File: config.mk
export PLATFORM = sky130hd
export DESIGN_NAME = one_hot_sequencer
export DESIGN_NICKNAME = d
export VERILOG_FILES = /design/src/rtl/one_hot_sequencer.sv
export SDC_FILE = /design/constraint.sdc
export NUM_CORES = 1
export LEC_CHECK = 0
export BUFFER_PORTS_ARGS = -buffer_cell sky130_fd_sc_hd__buf_2
export CAP_MARGIN = 25
export CORE_MARGIN = 2
export CORE_UTILIZATION = 54
export CTS_CLUSTER_DIAMETER = 120
export CTS_CLUSTER_SIZE = 12
export DETAILED_ROUTE_END_ITERATION = 8
export MAX_ROUTING_LAYER = met4
export PLACE_DENSITY = 0.89
export SLEW_MARGIN = 15
export SYNTH_ARGS = -nofsm -noshare
export SYNTH_HDL_FRONTEND = slang
export SYNTH_SLANG_ARGS = --single-unit
File: constraint.sdc
create_clock -name clk -period 3.4 [get_ports clk]
set_clock_uncertainty 0.05 [all_clocks]
set_input_delay 0 -clock clk [delete_from_list [all_inputs] [get_ports clk]]
set_output_delay 0 -clock clk [all_outputs]
set_load 0.01 [all_outputs]
File: src/rtl/one_hot_sequencer.sv
`default_nettype none
// ============================================================================
// Module      : one_hot_sequencer
// Description : Registered one-hot position generator feeding the one-hot to
//               BCD encoder. Exactly one bit is active. That bit rotates up
//               or down by one position on each advance event. An advance
//               comes from a manual step or from a prescaled auto-tick. The
//               block also supports a direct load of a position, and it
//               pulses wrap whenever an advance crosses the MSB/bit0 seam.
//
//   Parameters:
//     WIDTH     number of one-hot positions (>= 2)
//     PRESCALE  auto mode clocks per advance (>= 1, 1 = every clock)
//
//   Ports:
//     clk       rising-edge clock
//     rst       synchronous active-high reset
//     en        enables advancing (load is not gated by en)
//     auto      1 = advance on prescaler tick, 0 = advance on step
//     step      manual advance request
//     dir       1 = rotate up (bit i -> i+1), 0 = rotate down
//     load      load position load_idx this cycle
//     load_idx  position to load (0 .. WIDTH-1; out-of-range is ignored)
//     one_hot   registered current position
//     wrap      one-cycle pulse after an advance that wrapped around
//
//   Build option:
//     ONE_HOT_SEQ_STEP_EDGE_EN  when defined, step is edge-detected, so a
//                               held step gives a single advance. When it is
//                               undefined, step is level-sensitive.
//
// Revision    : 1.0  initial release
// ============================================================================
module one_hot_sequencer #(
    parameter int WIDTH    = 8,
    parameter int PRESCALE = 4,
    localparam int IDX_W   = $clog2(WIDTH)
) (
    input  logic             clk,
    input  logic             rst,
    input  logic             en,
    input  logic             auto,
    input  logic             step,
    input  logic             dir,
    input  logic             load,
    input  logic [IDX_W-1:0] load_idx,
    output logic [WIDTH-1:0] one_hot,
    output logic             wrap
);

    // A prescaler of 1 still needs a 1-bit counter that simply stays at zero.
    localparam int              CNT_W      = (PRESCALE > 1) ? $clog2(PRESCALE) : 1;
    localparam logic [CNT_W-1:0] c_TICK_CNT = CNT_W'(PRESCALE - 1);
    // One extra bit keeps the range check meaningful when WIDTH is a power of 2.
    localparam logic [IDX_W:0]   c_WIDTH    = (IDX_W + 1)'(WIDTH);

    logic [WIDTH-1:0] r_one_hot;
    logic             r_wrap;
    logic [CNT_W-1:0] r_cnt;

    logic [CNT_W-1:0] w_cnt_nxt;
    logic             w_run;
    logic             w_tick;
    logic             w_step_req;
    logic             w_adv;
    logic             w_legal;
    logic             w_idx_ok;
    logic [WIDTH-1:0] w_load_vec;
    logic [WIDTH-1:0] w_rot;
    logic             w_wrap_nxt;

    // ------------------------------------------------------------------
    // Step request: edge or level
    // ------------------------------------------------------------------
`ifdef ONE_HOT_SEQ_STEP_EDGE_EN
    logic r_step_q;

    always_ff @(posedge clk) begin
        if (rst) begin
            r_step_q <= 1'b0;
        end else begin
            r_step_q <= step;
        end
    end

    // The reset value of 0 lets a step that is already high when reset
    // releases count as one fresh request.
    assign w_step_req = step & ~r_step_q;
`else
    assign w_step_req = step;
`endif

    // ------------------------------------------------------------------
    // Prescaler: counts only while auto-advancing without a load
    // ------------------------------------------------------------------
    assign w_run  = en & auto & ~load;
    assign w_tick = w_run & (r_cnt == c_TICK_CNT);

    always_comb begin
        w_cnt_nxt = '0;
        if (w_run && !w_tick) begin
            w_cnt_nxt = r_cnt + CNT_W'(1);
        end
    end

    assign w_adv = en & (auto ? w_tick : w_step_req);

    // ------------------------------------------------------------------
    // Position datapath
    // ------------------------------------------------------------------
    // The value is legal only when it is nonzero and has a single bit set.
    assign w_legal    = (r_one_hot != '0) && ((r_one_hot & (r_one_hot - WIDTH'(1))) == '0);
    assign w_idx_ok   = ({1'b0, load_idx} < c_WIDTH);
    assign w_load_vec = WIDTH'(1) << load_idx;

    assign w_rot      = dir ? {r_one_hot[WIDTH-2:0], r_one_hot[WIDTH-1]}
                            : {r_one_hot[0], r_one_hot[WIDTH-1:1]};
    assign w_wrap_nxt = dir ? r_one_hot[WIDTH-1] : r_one_hot[0];

    always_ff @(posedge clk) begin
        if (rst) begin
            r_one_hot <= WIDTH'(1);
            r_wrap    <= 1'b0;
            r_cnt     <= '0;
        end else begin
            r_cnt <= w_cnt_nxt;
            if (!w_legal) begin
                // Recover from a corrupted position before honouring any request.
                r_one_hot <= WIDTH'(1);
                r_wrap    <= 1'b0;
            end else if (load) begin
                if (w_idx_ok) begin
                    r_one_hot <= w_load_vec;
                end
                r_wrap <= 1'b0;
            end else if (w_adv) begin
                r_one_hot <= w_rot;
                r_wrap    <= w_wrap_nxt;
            end else begin
                r_wrap <= 1'b0;
            end
        end
    end

    assign one_hot = r_one_hot;
    assign wrap    = r_wrap;

endmodule
`default_nettype wire
==> impl_metrics.toml <==
[clocking]
cts_num_sinks = 11
cts_setup_buffers = 0
cts_buffers = 3
cts_hold_buf = 1
cts_buffer_depth = 2
cts_resized = 0
cts-root-buf = "clkbuf_4"
cts-htree-levels = 1
clk_pin_slew_worst_paths_ps = 70
clk_latency_ps = 270
cts_tree = "yes"

[global_route]
grt_max_degree = 13
track_usage_pct = 24.7
antenna_found_initial = 0
grt_pass1_vias = 597
grt_pass1_wl_um = 2600
gr-total-overflow = 0

[floorplanning]
ios = 19
die_y_um = 41.1
num_rows = 13
core_mm2 = 0.00128
start_util_pct = 57.7
fp.dieW_um = 41.1
dieArea_mm2 = 0.00169

[timing]
setup_viol = 0
slew_violations = 0
worst_pin_slew_ps = 647
hold_viol_final = 0
setup_tns_ps = 0
period_minus_slack_ps = 1880
slew_headroom_pct = 56.8
grt_setup_unrepaired = "no"
period_share_pct = 55.4
max_freq_mhz = 531

[synth]
ys_warn_count = 0
syn-cell-area_um2 = 742
synth_edf_count = 0
ys.flop_type = "dfxtp_1"
syn_inst = 76
synth_area_leader_cell = "dfxtp_1"
yosys-top-cells-area = "dfxtp_1 (30%), mux2i_1 (13%), nor3_1 (6.7%)"
ys_seq_area_share_pct = 29.7
ys_ff_latch = 11
yosysMostFrequentCell = "dfxtp_1"
syn_area_per_cell_um2 = 9.76
syn-num-nets = 87
synthTopCellsByCount = "dfxtp_1 (11), mux2i_1 (10), nor3_1 (10), mux2_2 (4), nand2b_1 (4)"
synthArstFlopShare_pct = 0
synth_top_area_share_pct = 29.7
ys_types = 34

[hold_path]
holdCritStartpoint = "rst"
hold_path_class = "primary input to flop"
whs_endpoint = "r_cnt[0]"
min_path_cells = 3

[detailed_routing]
drc = 0
firstDrtPassIters = 4
final_antenna_net_count = 0
routed_wl_um = 1680
drt-vias-per-instance = 6.22
drtIter0Drc = 15
wl_per_cell_um = 15.2
vias = 684

[setup_path]
cp-end-kind = "flop"
required_ps = 3510
setup.worst_path.class = "flop to flop"
slowest_delay_ps = 580
cp_cell_sequence = "or4_4 > o21ai_1 > a31oi_4 > or3_1"
reg2reg_slack_ps = 1520
r2r_end = "one_hot[0]"
critPathSlowestCell = "or4_4"
rr_worst_depth = 4
worstSetupStartpoint = "one_hot[1]"
cp_max_fo = 9
arrival_ps = 1990
startpoint_type = "flop"
r2r_start = "one_hot[1]"

[power]
ir_drop_mv = 0.204
switching_share_pct = 31.6
p_int_w = 0.000219
sequentialPowerShare_pct = 46.2
power_density_mw_per_mm2 = 368
p_comb_share_pct = 25.6
switchingPower_w = 0.000101
power.leakage_nw = 0.372
clockPowerShare_pct = 28.2

[outcome]
status = "finished clean"

[final_layout]
fin_util_pct = 67.8
nets = 107
layout-drive-gt1-share_pct = 32.6
multi_input_area_um2 = 494
syn2layout_area_growth_pct = 17.4
register_area_um2 = 220
diodes = 0
n_fill_cell = 102

[flow_run]
maxCapViolCount = 0

[place]
finalWeightedCongestion = 0.806
place.detailed.hpwl_um = 1200
io_buffers = 18
[power by group through the flow]
stage               combinational [W]  sequential (W)  clock [W]
floorplan                   0.0000629        0.000146          0
global placement            0.0000779        0.000150          0
detailed placement          0.0000804        0.000151          0
CTS                         0.0000817        0.000148  0.0000911
global route                0.0000922        0.000149  0.0000966
finish                      0.0000818        0.000148  0.0000904
[final cells by class]
class	count	share of cell area, %
multi-input cells	58	56.8
flip-flops and latches	11	25.3
repair buffers	19	11.5
clock buffers	4	3.02
well taps	15	2.16
inverters	3	1.29
[metal layers]
layer  vias to the layer above  global-route usage [%]  part of all wire (%)
met1                       316                    30.0                    41
li1                        339                       -                     -
met2                        27                    39.8                    52
met3                         2                    9.78                   7.4
met5                         -                       -                     0
met4                         0                    1.67                  0.36
[worst max-delay path by stage]
| stage | slack, ps | cells past startpoint | end |
|---|---|---|---|
| 5_1_grt | 1340 | 3 | one_hot[0] |
| 4_1_cts | 1530 | 4 | one_hot[0] |
| 3_3_place_gp | 1590 | 4 | one_hot[0] |
| 2_1_floorplan | 1590 | 4 | one_hot[0] |
| 3_5_place_dp | 1540 | 4 | one_hot[0] |
| 6_report | 1520 | 4 | one_hot[0] |
[logic make-up (layout without fill, tap and decap cells)]
logic type	count (synthesis)	after routing	synth area share, %
adder cells (fa/ha/maj)	2	2	3.04
AND/OR/NAND/NOR	28	28	24.8
buffers and inverters	7	26	3.71
flip-flops	11	11	29.7
multiplexers	14	14	19.6
AO/OA/AOI/OAI	14	14	19.2
[metrics by stage]
| step | hold WS (ps) | cell area, µm² | setup slack [ps] | total power, W | cells |
|---|---|---|---|---|---|
| after detailed placement | 233 | 835 | 1540 | 0.000231 | 105 |
| after CTS | 5.02 | 871 | 1530 | 0.000321 | 110 |
| after global routing | 7.52 | 871 | 1340 | 0.000338 | 110 |
| after global placement | 224 | 835 | 1590 | 0.000228 | 105 |
| final | 13.3 | 871 | 1520 | 0.000320 | 110 |
| after floorplan | 95.9 | 742 | 1590 | 0.000209 | 76 |
[critical path: cells and delay by family, from the launching register on]
family	cells	cell delay, ps
compound gates	2	400
flops	1	370
simple gates	2	950
[sequential cells by signal, summed over array words and instances, names as in the netlist]
name,flops
wrap,1
r_cnt,2
one_hot,8
[cells in the final DEF (no fill, tap or decap), types with 2 or more instances in the layout]
cell,Yosys,layout
a222oi_1,2,2
nor2_1,3,3
mux2i_1,10,10
buf_2,1,18
nor3_1,10,10
mux2_2,4,4
clkbuf_4,0,3
nand2b_1,4,4
inv_1,3,3
o21ai_0,3,3
dfxtp_1,11,11
Note: power is estimated with default switching activity, not from simulation.
